### src/rtl/alu_serial.sv
// alu_serial -- bit-serial 32-bit ALU (AND, OR, ADD, COMPARE).
//
// A single 1-bit slice plus a carry register walks the operands LSB first,
// one bit per clock. One operation takes the accepting edge, 32 RUN edges
// and one FINISH edge; done_o is high for the cycle after the FINISH edge.
//
// Ports:
//   clk_i        in   1   clock, rising edge
//   rst_i        in   1   asynchronous reset, active low
//   start_i      in   1   request, sampled only in IDLE
//   src1_i       in  32   operand A
//   src2_i       in  32   operand B
//   a_invert_i   in   1   invert A (ignored for COMPARE)
//   b_invert_i   in   1   invert B, also the carry-in (ignored for COMPARE)
//   operation_i  in   2   0 AND, 1 OR, 2 ADD, 3 COMPARE
//   bonus_op_i   in   3   compare select: 0 slt, 1 sgt, 2 sle, 3 sge,
//                         4 seq, 5 sne, 6/7 constant 0
//   busy_o       out  1   operation in progress
//   done_o       out  1   one-cycle completion pulse
//   result_o     out 32   registered result
//   cout_o       out  1   carry out of bit 31 (ADD only)
//   overflow_o   out  1   signed overflow (ADD only)
//   zero_o       out  1   result is zero
//
// Configuration macro: ALU_SERIAL_ZERO_EN
//   defined   -> zero_o is registered at FINISH as (result == 0)
//   undefined -> zero_o is tied to 0 and no zero-detect logic exists

module alu_serial (
  input  logic        clk_i,
  input  logic        rst_i,
  input  logic        start_i,
  input  logic [31:0] src1_i,
  input  logic [31:0] src2_i,
  input  logic        a_invert_i,
  input  logic        b_invert_i,
  input  logic [1:0]  operation_i,
  input  logic [2:0]  bonus_op_i,
  output logic        busy_o,
  output logic        done_o,
  output logic [31:0] result_o,
  output logic        cout_o,
  output logic        overflow_o,
  output logic        zero_o
);

  typedef enum logic [1:0] {
    IDLE   = 2'd0,
    RUN    = 2'd1,
    FINISH = 2'd2
  } state_t;

  localparam logic [1:0] OP_AND = 2'd0;
  localparam logic [1:0] OP_OR  = 2'd1;
  localparam logic [1:0] OP_ADD = 2'd2;
  localparam logic [1:0] OP_CMP = 2'd3;

  state_t      state_q, state_d;
  logic [4:0]  cnt_q, cnt_d;
  logic [31:0] a_sh_q, a_sh_d;
  logic [31:0] b_sh_q, b_sh_d;
  logic [31:0] res_sh_q, res_sh_d;
  logic        carry_q, carry_d;
  logic        c31_q, c31_d;
  logic [1:0]  op_q, op_d;
  logic [2:0]  bonus_q, bonus_d;
  logic        a_inv_q, a_inv_d;
  logic        b_inv_q, b_inv_d;
  logic [31:0] result_q, result_d;
  logic        cout_q, cout_d;
  logic        ovf_q, ovf_d;
  logic        done_q, done_d;

  // One-bit slice operating on the current LSB of the shift registers.
  logic a_bit, b_bit, slice_bit, slice_carry;

  always_comb begin
    a_bit       = a_sh_q[0] ^ a_inv_q;
    b_bit       = b_sh_q[0] ^ b_inv_q;
    slice_carry = (a_bit & b_bit) | (a_bit & carry_q) | (b_bit & carry_q);
    case (op_q)
      OP_AND:  slice_bit = a_bit & b_bit;
      OP_OR:   slice_bit = a_bit | b_bit;
      default: slice_bit = a_bit ^ b_bit ^ carry_q;
    endcase
  end

  // Final result and flags, evaluated from the completed serial pass.
  // Signed overflow is the carry into bit 31 differing from the carry out.
  logic [31:0] fin_result;
  logic        fin_cout, fin_ovf;
  logic        raw_ovf, less, equal, pred;

  always_comb begin
    raw_ovf = c31_q ^ carry_q;
    less    = res_sh_q[31] ^ raw_ovf;
    equal   = (res_sh_q == 32'd0);
    case (bonus_q)
      3'd0:    pred = less;
      3'd1:    pred = ~less & ~equal;
      3'd2:    pred = less | equal;
      3'd3:    pred = ~less;
      3'd4:    pred = equal;
      3'd5:    pred = ~equal;
      default: pred = 1'b0;
    endcase
    fin_result = res_sh_q;
    fin_cout   = 1'b0;
    fin_ovf    = 1'b0;
    case (op_q)
      OP_ADD: begin
        fin_cout = carry_q;
        fin_ovf  = raw_ovf;
      end
      OP_CMP: fin_result = {31'd0, pred};
      default: ;
    endcase
  end

  // Next-state logic. COMPARE forces A + ~B + 1 regardless of the invert
  // inputs; other ops use the invert inputs with b_invert_i as carry-in.
  always_comb begin
    state_d  = state_q;
    cnt_d    = cnt_q;
    a_sh_d   = a_sh_q;
    b_sh_d   = b_sh_q;
    res_sh_d = res_sh_q;
    carry_d  = carry_q;
    c31_d    = c31_q;
    op_d     = op_q;
    bonus_d  = bonus_q;
    a_inv_d  = a_inv_q;
    b_inv_d  = b_inv_q;
    result_d = result_q;
    cout_d   = cout_q;
    ovf_d    = ovf_q;
    done_d   = 1'b0;

    case (state_q)
      IDLE: begin
        if (start_i) begin
          a_sh_d   = src1_i;
          b_sh_d   = src2_i;
          res_sh_d = 32'd0;
          op_d     = operation_i;
          bonus_d  = bonus_op_i;
          cnt_d    = 5'd0;
          c31_d    = 1'b0;
          if (operation_i == OP_CMP) begin
            a_inv_d = 1'b0;
            b_inv_d = 1'b1;
            carry_d = 1'b1;
          end else begin
            a_inv_d = a_invert_i;
            b_inv_d = b_invert_i;
            carry_d = b_invert_i;
          end
          state_d = RUN;
        end
      end

      RUN: begin
        a_sh_d   = {1'b0, a_sh_q[31:1]};
        b_sh_d   = {1'b0, b_sh_q[31:1]};
        res_sh_d = {slice_bit, res_sh_q[31:1]};
        carry_d  = slice_carry;
        if (cnt_q == 5'd31) begin
          c31_d   = carry_q;
          state_d = FINISH;
        end else begin
          cnt_d = cnt_q + 5'd1;
        end
      end

      FINISH: begin
        result_d = fin_result;
        cout_d   = fin_cout;
        ovf_d    = fin_ovf;
        done_d   = 1'b1;
        state_d  = IDLE;
      end

      default: state_d = IDLE;
    endcase
  end

  // State and datapath registers; reset abandons any operation in flight.
  always_ff @(posedge clk_i or negedge rst_i) begin
    if (!rst_i) begin
      state_q  <= IDLE;
      cnt_q    <= 5'd0;
      a_sh_q   <= 32'd0;
      b_sh_q   <= 32'd0;
      res_sh_q <= 32'd0;
      carry_q  <= 1'b0;
      c31_q    <= 1'b0;
      op_q     <= 2'd0;
      bonus_q  <= 3'd0;
      a_inv_q  <= 1'b0;
      b_inv_q  <= 1'b0;
      result_q <= 32'd0;
      cout_q   <= 1'b0;
      ovf_q    <= 1'b0;
      done_q   <= 1'b0;
    end else begin
      state_q  <= state_d;
      cnt_q    <= cnt_d;
      a_sh_q   <= a_sh_d;
      b_sh_q   <= b_sh_d;
      res_sh_q <= res_sh_d;
      carry_q  <= carry_d;
      c31_q    <= c31_d;
      op_q     <= op_d;
      bonus_q  <= bonus_d;
      a_inv_q  <= a_inv_d;
      b_inv_q  <= b_inv_d;
      result_q <= result_d;
      cout_q   <= cout_d;
      ovf_q    <= ovf_d;
      done_q   <= done_d;
    end
  end

`ifdef ALU_SERIAL_ZERO_EN
  logic zero_q, zero_d;

  always_comb begin
    zero_d = zero_q;
    if (state_q == FINISH) begin
      zero_d = (fin_result == 32'd0);
    end
  end

  always_ff @(posedge clk_i or negedge rst_i) begin
    if (!rst_i) begin
      zero_q <= 1'b0;
    end else begin
      zero_q <= zero_d;
    end
  end

  assign zero_o = zero_q;
`else
  assign zero_o = 1'b0;
`endif

  assign busy_o     = (state_q != IDLE);
  assign done_o     = done_q;
  assign result_o   = result_q;
  assign cout_o     = cout_q;
  assign overflow_o = ovf_q;

endmodule

### config.mk
export PLATFORM = sky130hd
export DESIGN_NAME = alu_serial
export DESIGN_NICKNAME = d
export VERILOG_FILES = /design/src/rtl/alu_serial.sv
export SDC_FILE = /design/constraint.sdc
export NUM_CORES = 1
export LEC_CHECK = 0
export ABC_AREA = 0
export BUFFER_PORTS_ARGS = -buffer_cell sky130_fd_sc_hd__buf_2
export CAP_MARGIN = 20
export CORE_MARGIN = 1
export CORE_UTILIZATION = 40
export CTS_CLUSTER_DIAMETER = 30
export DETAILED_ROUTE_END_ITERATION = 10
export SETUP_SLACK_MARGIN = 0.4
export SLEW_MARGIN = 15
export SYNTH_ARGS = -nofsm -noshare
export SYNTH_HDL_FRONTEND = slang
export SYNTH_SLANG_ARGS = --single-unit
### constraint.sdc
create_clock -name clk_i -period 1.7 [get_ports clk_i]
set_input_delay 0.34 -clock clk_i [delete_from_list [all_inputs] [get_ports clk_i]]
set_output_delay 0.34 -clock clk_i [all_outputs]
set_load 0.02 [all_outputs]
==> run summary, run 1 <==
Syn Inst Count - 668
Syn_area_per_cell - 9.38 um2
Worst setup EP type - flop
Router iterations before antenna repair - 5
Setup violators final - 3
Final WL - 18800 um
Clock root buffer - clkbuf_16
Net count after synthesis - 747
CP Cell Sequence - ha_2 -> and3_4 -> ha_4 -> nor3b_4 -> buf_6 -> nor2_4 -> mux2_4
Avg WL per Cell - 17.2 um
Sequential fraction of the synthesis area - 58.7%
Final Hold Vio Count - 0
Failing checks - negative setup slack
DRT iter0 DRCs - 339
Antenna fix cells - 0
CP max FO - 4
Later-pin clock latency in the skew report - 0.43 ns
Startpoint Class - flop
Ys Warns - 0
Post-synth EDFFs - 0
Num rows - 45
DP Cell Count - 962
Sw Share - 37.3%
Num CTS Buffers - 17
Minimum hold slack - 0.117 ns
Syn Std Cell Area - 6260 um2
Synth unique cells - 37
Worst setup path category - flop to flop
Reg2reg path depth - 7
Status - finished, violations left
Leak - 4.87 nW
Worst Setup SP - cnt_q[1]$_DFFE_PN0P_
Layout Nets - 946
Number of global-route vias before repair - 5287
DR DRC count - 0
Worst hold path type - input pin to flop
Internal - 10.9 mW
FF-to-FF End - cnt_q[0]$_DFFE_PN0P_
H-Tree Depth - 4
Tot GR Track Use - 21.3%
Vias - 5737
TritonCTS clock tree - built
Max VDD drop - 0.948 mV
Seq cells post-synth - 147
Dpl hpwl - 9300 um
Reg power frac - 33.2%
Internal reg-to-reg setup slack - -0.06 ns
Final core utilization - 66.5%
Die Ht - 127 um
Port Buf Inserts - 109
Combinational power share - 45.8%
Setup WS post-layout - -0.0594 ns
DRT antenna net count - 0
Top FF cell, synth - dfrtp_1
Total die area - 16200 um2
Total chip power - 17.3 mW
Max incr delay on CP - 0.40 ns
DR vias/cell - 5.26
Fin crit share - 103%
Critical Path RT - 2.01 ns
Final Skew - 0.00772 ns
DIE WIDTH - 127 um
Clk pwr share - 20.9%
Initial antenna violation count - 1
NetSw - 6.46 mW
Max Slew Vio Count - 0
Initial core utilization - 41.0%
GR Overflow Total - 0
RSZ-0062 raised after global routing - true
Fmax - 568 MHz
Placeable Area - 15300 um2
Worst slack at placement - -0.000925 ns
Worst path slowest cell - dfrtp_1
Pwr/cell area - 1710 nW/um2
Sink Count - 147
# Max-Cap Violations - 0
Max Buffers Root-to-Sink - 2
Area growth syn-to-layout - 61.9%
Pin count of the biggest net entering global routing - 56
First-pass GRT wire length - 26800 um
Share of layout cells above drive strength 1 - 45.8%
Share of flip-flops with an asynchronous set or reset - 100%
RD Place Congestion - 0.754
CTS clk-pin slew, worst paths - 0.06 ns
Critical R2R Launch - cnt_q[1]$_DFFE_PN0P_
CP arrival - 2.07 ns
Fin crit period - 1.76 ns
Worst Setup EP - cnt_q[0]$_DFFE_PN0P_
Layout Cells excl Fill - 1091
Number of I/O pins - 111
==> cell type report <==
class	count	area [um2]
inverter	8	30.0
tap	211	264
clock inverter	11	103
clock buffer	21	470
timing repair buffer	229	2380
fill	1138	5120
sequential	147	3680
multi-input combinational	464	3210
==> cell families (layout without fill, tap and decap cells) <==
| logic type | after synthesis | in the layout | synth area share, % |
|---|---|---|---|
| AOI/OAI and AO/OA | 145 | 145 | 15.4 |
| xor gates and xnor gates | 6 | 6 | 1.08 |
| adders and majority gates | 5 | 5 | 1.12 |
| buffers and inverters | 57 | 269 | 3.98 |
| DFF | 147 | 147 | 58.7 |
| muxes | 2 | 2 | 0.340 |
| other | 1 | 1 | 0.0599 |
| and+or+nand+nor | 305 | 305 | 19.3 |
==> registers in the layout (all words and copies together) (netlist names) <==
signal,flops
cout_o,1
b_inv_q,1
overflow_o,1
c31_q,1
a_sh_q,32
b_sh_q,32
result_o,32
res_sh_q,32
cnt_q,5
state_q,2
op_q,2
carry_q,1
bonus_q,3
a_inv_q,1
done_o,1
==> worst min-delay path by stage <==
stage             startpoint                       to  slack [ns]  cells after the start
2_1_floorplan          rst_i      a_inv_q$_DFFE_PN0P_        0.04                      0
3_3_place_gp           rst_i  result_o[6]$_DFFE_PN0P_        0.27                      1
3_5_place_dp           rst_i  result_o[9]$_DFFE_PN0P_        0.27                      1
4_1_cts        bonus_op_i[1]   bonus_q[1]$_DFFE_PN0P_        0.11                      3
5_1_grt        bonus_op_i[1]   bonus_q[1]$_DFFE_PN0P_        0.10                      3
6_report       bonus_op_i[1]   bonus_q[1]$_DFFE_PN0P_        0.12                      3
==> power by group through the flow <==
stage	clock, mW	sequential, mW	combinational, mW
floorplan	0	5.59	3.13
global placement	0	5.63	4.28
detailed placement	0	5.68	4.43
CTS	3.68	5.66	5.60
global route	3.86	5.92	8.63
finish	3.63	5.76	7.95
==> cell usage after synthesis (all sizes together) (3+ instances only) <==
| cell | instances | share of area, % |
|---|---|---|
| nand2 | 211 | 13 |
| dfrtp | 147 | 59 |
| nor2 | 68 | 4.1 |
| a31oi | 62 | 6.2 |
| o21ai | 36 | 2.9 |
| a22o | 35 | 4.9 |
| buf | 26 | 2.1 |
| clkbuf | 23 | 1.4 |
| inv | 8 | 0.48 |
| nor4 | 8 | 0.80 |
| a21oi | 5 | 0.40 |
| xor2 | 5 | 0.70 |
| ha | 4 | 0.80 |
| nand3 | 4 | 0.32 |
| nand4 | 3 | 0.30 |
| nor3b | 3 | 0.36 |
==> cell usage in the layout, fill, tap and decap left out, drive strengths merged <==
cell type | netlist | layout
a211oi | 1 | 1
clkbuf | 23 | 28
a22o | 35 | 35
a31oi | 62 | 62
clkinv | 0 | 5
a21oi | 5 | 5
a21boi | 1 | 1
o221ai | 1 | 1
o22ai | 1 | 1
xor2 | 5 | 5
nand2 | 211 | 211
nor3 | 2 | 2
and3 | 1 | 1
ha | 4 | 4
nand4 | 3 | 3
nand3 | 4 | 4
o31ai | 1 | 1
bufinv | 0 | 1
inv | 8 | 10
nor3b | 3 | 3
fa | 1 | 1
mux2 | 1 | 1
a2111oi | 1 | 1
nor4 | 8 | 8
nor2 | 68 | 68
xor3 | 1 | 1
and2 | 1 | 1
o32a | 1 | 1
conb | 1 | 1
clkinvlp | 0 | 3
dlygate4sd3 | 0 | 1
o21ai | 36 | 36
buf | 26 | 221
or4b | 1 | 1
dfrtp | 147 | 147
nor2b | 1 | 1
mux2i | 1 | 1
nand2b | 2 | 2
==> critical path: cells and delay by family, from the launching register on <==
family,cells,cell delay (ns)
AND/OR/NAND/NOR,3,0.49
flip-flops,1,0.40
adder cells (fa/ha/maj),2,0.35
multiplexers,1,0.25
buffers and inverters,1,0.16
==> metal layers <==
| metal | global-route usage [%] | part of all wire, % | vias to the layer above |
|---|---|---|---|
| li1 | - | - | 2670 |
| met4 | 6.86 | 1.3 | 2 |
| met1 | 27.7 | 43 | 2872 |
| met5 | 0 | 0.053 | - |
| met3 | 6.24 | 5.1 | 23 |
| met2 | 34.5 | 51 | 170 |
==> timing repair <==
| action | CTS | global route |
|---|---|---|
| pin swaps | 16 | 110 |
| endpoints found under the hold margin | 34 | 0 |
| gates cloned | 12 | 10 |
| resized for setup | 33 | 300 |
| hold buffers | 1 | 0 |
| setup endpoints to repair | 181 | 159 |
| setup buffers | 21 | 53 |
==> stage by stage <==
stage	TNS (ns)	cell area, um2
6_report	-0.124	10100
5_1_grt	-0.406	10100
4_1_cts	0	8440
3_5_place_dp	-0.000925	7230
3_3_place_gp	0	7230
2_1_floorplan	0	6310
Note: power is estimated with default switching activity, not from simulation.
==> inputs of run 2 (changes only) <==
--- a/config.mk
+++ b/config.mk
@@ -8,10 +8,13 @@
 export ABC_AREA = 0
 export BUFFER_PORTS_ARGS = -buffer_cell sky130_fd_sc_hd__buf_2
 export CAP_MARGIN = 20
-export CORE_MARGIN = 1
-export CORE_UTILIZATION = 40
+export CELL_PAD_IN_SITES_DETAIL_PLACEMENT = 0
+export CELL_PAD_IN_SITES_GLOBAL_PLACEMENT = 2
+export CORE_MARGIN = 5
+export CORE_UTILIZATION = 31
 export CTS_CLUSTER_DIAMETER = 30
 export DETAILED_ROUTE_END_ITERATION = 10
+export PLACE_DENSITY_LB_ADDON = 0.1
 export SETUP_SLACK_MARGIN = 0.4
 export SLEW_MARGIN = 15
 export SYNTH_ARGS = -nofsm -noshare
==> run 2 against run 1 <==
The run now ends clean. Critical endpoint unchanged. Clock power is 13% higher. Cell area is 1.3% higher. Critical path depth is 1 lower. Global-route usage is 5.3 points lower. Critical path type unchanged. Total power is 2.1% lower. Non-clock buffer count is 10 higher. Via count is 2.3% lower. Wire length is 1.8% higher. Sequential power hardly changed.
==> run summary, run 2 (same netlist as run 1, synthesis figures left out) <==
Status - finished clean
Later-pin clock latency in the skew report - 0.42 ns
RSZ-0062 raised after global routing - true
Sw Share - 37.2%
Die Ht - 152 um
Initial antenna violation count - 0
Fin crit share - 97.7%
Layout Nets - 956
Number of I/O pins - 111
# Max-Cap Violations - 0
Pin count of the biggest net entering global routing - 67
Setup violators final - 0
Initial core utilization - 31.3%
DIE WIDTH - 152 um
Max incr delay on CP - 0.39 ns
Tot GR Track Use - 16.1%
Startpoint Class - flop
RD Place Congestion - 0.735
Combinational power share - 42.2%
Most frequent cells in the layout - 145 x dfrtp_1, 136 x nand2_1, 72 x buf_2, 70 x buf_4, 65 x nor2_1
CP max FO - 4
Layout Cells excl Fill - 1160
Clock root buffer - clkbuf_16
Reg power frac - 33.7%
NetSw - 6.31 mW
Port Buf Inserts - 109
Worst hold path type - input pin to flop
DP Cell Count - 1030
Cell class contributing the biggest share of worst-path delay - simple AND/OR/NAND/NOR gates
Clk pwr share - 24.1%
Max VDD drop - 0.773 mV
Share of layout cells above drive strength 1 - 47.5%
H-Tree Depth - 4
Final WL - 19100 um
Worst path bufs/invs - 0
Total chip power - 17.0 mW
Worst setup EP type - flop
Worst path slowest cell - dfrtp_1
DR vias/cell - 4.83
Fin crit period - 1.66 ns
Final Hold Vio Count - 0
CP arrival - 1.97 ns
Num rows - 52
Vias - 5603
Commonest non-fill, non-tap cell in the layout - dfrtp_1
Num CTS Buffers - 17
Setup TNS - 0 ns
Placeable Area - 20000 um2
Total die area - 23100 um2
GR Overflow Total - 0
TritonCTS clock tree - built
Final Skew - 0.00976 ns
Avg WL per Cell - 16.5 um
Internal - 10.7 mW
DRT iter0 DRCs - 211
Number of global-route vias before repair - 5718
DRT antenna net count - 0
Max Slew Vio Count - 0
Fmax - 602 MHz
Pwr/cell area - 1650 nW/um2
Dpl hpwl - 10800 um
Max Buffers Root-to-Sink - 2
Antenna fix cells - 0
First-pass GRT wire length - 30000 um
Router iterations before antenna repair - 5
Leak - 4.98 nW
Sink Count - 147
CP Cell Sequence - ha_2 -> and3_4 -> ha_4 -> nor3b_4 -> nor2_2 -> mux2_4
DR DRC count - 0
Worst setup path category - flop to flop
Critical Path RT - 2.01 ns
CTS clk-pin slew, worst paths - 0.07 ns
Area growth syn-to-layout - 64.0%
[run 2: power groups by stage]
stage	combinational [mW]	clock, mW	sequential [mW]
after floorplan	3.13	0	5.59
after global placement	4.41	0	5.67
after detailed placement	4.51	0	5.71
after CTS	5.88	4.17	5.69
after global routing	7.89	4.33	5.87
final	7.16	4.09	5.73
[run 2: through the flow]
stage	setup slack [ns]	hold slack, ns	instance area (um2)	utilization, %
final	0.0385	0.129	10300	51.3
after global routing	-0.0450	0.119	10300	51.3
after CTS	0.0843	0.104	9320	46.5
after detailed placement	0.0336	0.244	7320	36.5
after global placement	0.0697	0.246	7320	36.5
after floorplan	0.0754	0.0444	6310	-
[run 2: tightest hold or removal path: stages]
cell	delay, ns
buf_2	0.09
nand2_2	0.04
nand2_1	0.04
[run 2: cell type report]
cell class              count  area [um2]
well taps                 270         338
multi-input cells         464        3200
clock inverters            15         205
fillers                  1873        9770
inverters                   8        30.0
repair buffers            239        2390
clock buffers              17         425
flip-flops and latches    147        3680
[run 2: timing repair]
item	CTS	global route
endpoints found under the hold margin	26	0
gates resized for setup	172	189
setup buffers	61	20
gates cloned	13	3
hold buffers	1	0
setup endpoints to repair	181	182
pin swaps	75	140
[run 2: final timing paths]
path / slack, ns / startpoint / to / cells past startpoint
hold reg to reg: 0.52 / a_inv_q$_DFFE_PN0P_ / a_inv_q$_DFFE_PN0P_ / 2
max in group asynchronous: 0.75 / rst_i / res_sh_q[19]$_DFFE_PN0P_ / 3
setup reg to reg: 0.04 / cnt_q[0]$_DFFE_PN0P_ / cnt_q[0]$_DFFE_PN0P_ / 6
min in group asynchronous: 0.36 / rst_i / result_o[10]$_DFFE_PN0P_ / 2
setup / recovery: 0.04 / cnt_q[0]$_DFFE_PN0P_ / cnt_q[0]$_DFFE_PN0P_ / 6
hold / removal: 0.13 / bonus_op_i[1] / bonus_q[1]$_DFFE_PN0P_ / 3
[run 2: per-layer routing]
layer,vias up,wire length (um),global-route usage [%]
met5,-,0,0
met4,0,426,5.69
met3,26,655,3.12
met2,122,9730,27.1
met1,2747,8330,20.6
li1,2708,-,-
==> inputs of run 3 (changes only) <==
--- a/config.mk
+++ b/config.mk
@@ -6,14 +6,14 @@
 export NUM_CORES = 1
 export LEC_CHECK = 0
 export ABC_AREA = 0
-export BUFFER_PORTS_ARGS = -buffer_cell sky130_fd_sc_hd__buf_2
 export CAP_MARGIN = 20
 export CELL_PAD_IN_SITES_DETAIL_PLACEMENT = 0
 export CELL_PAD_IN_SITES_GLOBAL_PLACEMENT = 2
 export CORE_MARGIN = 5
-export CORE_UTILIZATION = 31
+export CORE_UTILIZATION = 35
 export CTS_CLUSTER_DIAMETER = 30
 export DETAILED_ROUTE_END_ITERATION = 10
+export DONT_BUFFER_PORTS = 1
 export PLACE_DENSITY_LB_ADDON = 0.1
 export SETUP_SLACK_MARGIN = 0.4
 export SLEW_MARGIN = 15
==> run 3 against run 2 <==
Wire length rose by 16%. Critical path type unchanged. Fmax down 1.8%. Combinational power rose by 42%. Highest routed layer unchanged. Core utilization grew 9.2 points. Hold slack got worse by 0.52 ns. Cell area grew 4.7%. Cell count is 12% lower. Critical endpoint unchanged. Total power increased by 18%. The run now ends with negative hold slack left. Register-to-register slack got worse by 0.03 ns. Sequential share of layout area fell by 1.6 points.
==> run summary, run 3 (same netlist as run 1, synthesis figures left out) <==
Status - finished, violations left
Failing checks - negative hold slack
Vias - 5535
Fin crit share - 99.6%
Clock root buffer - clkbuf_16
Max Slew Vio Count - 0
CP Cell Sequence - ha_2 -> and3_4 -> ha_4 -> nor3b_4 -> buf_6 -> nor2_4 -> mux2_4
DR DRC count - 0
Leak - 4.74 nW
GR Overflow Total - 0
Cell class contributing the biggest share of worst-path delay - simple AND/OR/NAND/NOR gates
CTS clk-pin slew, worst paths - 0.07 ns
NetSw - 7.58 mW
Layout Nets - 858
Number of global-route vias before repair - 5666
DRT antenna net count - 0
Port Buf Inserts - 0
Combinational power share - 51.1%
Initial antenna violation count - 0
Fin crit period - 1.69 ns
Num CTS Buffers - 17
DIE WIDTH - 144 um
Setup violators final - 0
Router iterations before antenna repair - 4
Setup TNS - 0 ns
Worst setup path category - flop to flop
Worst path slowest cell - dfrtp_1
Antenna fix cells - 0
Fillers - 1465
Clk pwr share - 18.6%
Placeable Area - 17800 um2
Sw Share - 37.8%
Number of I/O pins - 111
Minimum hold slack - -0.391 ns
Dpl hpwl - 9490 um
DR vias/cell - 5.43
Later-pin clock latency in the skew report - 0.43 ns
Avg WL per Cell - 21.9 um
Sink Count - 147
TritonCTS clock tree - built
Total die area - 20700 um2
CP max FO - 4
Initial core utilization - 35.2%
WP depth - 7
Num rows - 49
Max VDD drop - 1.02 mV
# Max-Cap Violations - 0
H-Tree Depth - 4
Startpoint Class - flop
RD Place Congestion - 0.758
First-pass GRT wire length - 32300 um
Pwr/cell area - 1860 nW/um2
Internal - 12.5 mW
Most frequent cells in the layout - 141 x dfrtp_1, 110 x nand2_1, 60 x nand2_2, 42 x nor2_1, 40 x nand2_4
Max Buffers Root-to-Sink - 2
DRT iter0 DRCs - 273
Share of layout cells above drive strength 1 - 49.3%
Reg2reg path depth - 7
Worst-Margin Slew - 0.597 ns
Max_slew headroom - 59.8%
Worst setup EP type - flop
RSZ-0062 raised after global routing - true
Worst hold path type - input pin to async pin
Fmax - 591 MHz
DP Cell Count - 870
Reg power frac - 30.3%
Final WL - 22300 um
Final Hold Vio Count - 147
Layout Cells excl Fill - 1020
Area growth syn-to-layout - 71.7%
Final Skew - 0.00852 ns
Pin count of the biggest net entering global routing - 148
Worst path bufs/invs - 1
CP arrival - 2.00 ns
FF+latch area - 3690 um2
Critical Path RT - 2.01 ns
Tot GR Track Use - 20.5%
Die Ht - 144 um
Commonest non-fill, non-tap cell in the layout - dfrtp_1
Area occupied by multi-input gates - 3760 um2
Max incr delay on CP - 0.39 ns
## run 3: cell count changes in the layout (fill, tap and decap cells not counted), sizes merged, moves of 3 or more
cell	previous run	this run
buf	235	129
clkinv	1	4
nand2b	2	5
inv	19	10
clkinvlp	0	3
clkbuf	20	28
## run 3: final cells by class
class	count	share of cell area (%)
clock buffer	20	4.06
clock inverter	11	1.22
inverter	8	0.279
multi-input combinational	468	35.0
sequential	147	34.3
tap	229	2.66
timing repair buffer	137	22.5
## run 3: routing by layer
| metal | vias up | wire [um] | global-route usage, % |
|---|---|---|---|
| met5 | - | 0 | 0 |
| met4 | 0 | 455 | 7.63 |
| met3 | 30 | 1220 | 5.42 |
| met2 | 144 | 11700 | 34.7 |
| met1 | 2812 | 8930 | 25.3 |
| li1 | 2549 | - | - |
## run 3: power by group through the flow
stage	Combinational [mW]	Sequential [mW]	Clock, mW
3_3_place_gp	4.14	5.78	0
2_1_floorplan	3.13	5.59	0
3_5_place_dp	4.23	5.81	0
5_1_grt	11.0	6.24	3.92
4_1_cts	7.95	5.86	3.75
6_report	10.2	6.08	3.72
## run 3: worst register-to-register path, stage by stage, from the launching register on
cell and delay, ns:
dfrtp_1 0.39, ha_2 0.20, and3_4 0.18, ha_4 0.16, nor3b_4 0.22, buf_6 0.14
nor2_4 0.04, mux2_4 0.25
## run 3: worst paths after layout
| path | start | end | slack [ns] |
|---|---|---|---|
| min in group clk_i | bonus_op_i[2] | bonus_q[2]$_DFFE_PN0P_ | 0.02 |
| max reg2reg | cnt_q[0]$_DFFE_PN0P_ | cnt_q[0]$_DFFE_PN0P_ | 0.008 |
| max in group asynchronous | rst_i | a_sh_q[18]$_DFFE_PN0P_ | 1.96 |
| max | cnt_q[0]$_DFFE_PN0P_ | cnt_q[0]$_DFFE_PN0P_ | 0.008 |
| min reg2reg | b_sh_q[27]$_DFFE_PN0P_ | b_sh_q[27]$_DFFE_PN0P_ | 0.54 |
| min | rst_i | result_o[11]$_DFFE_PN0P_ | -0.39 |
## run 3: what timing repair did
item,4_1_cts,5_1_grt
setup endpoints to repair,146,147
gates cloned,38,10
setup buffers,51,20
pin swaps,109,101
resized for setup,209,202
hold endpoints to repair,147,147
## run 3: stage by stage
stage	hold WS, ns	utilization (%)	power [mW]	worst slack [ns]	cell area, um2
6_report	-0.391	60.5	20.0	0.00755	10800
5_1_grt	-0.411	60.5	21.1	-0.0507	10800
4_1_cts	-0.404	53.1	17.6	0.0849	9450
3_5_place_dp	0.0492	37.6	10.0	0.0332	6680
3_3_place_gp	0.0502	37.6	9.92	0.0748	6680
2_1_floorplan	0.0444	-	8.71	0.0754	6310
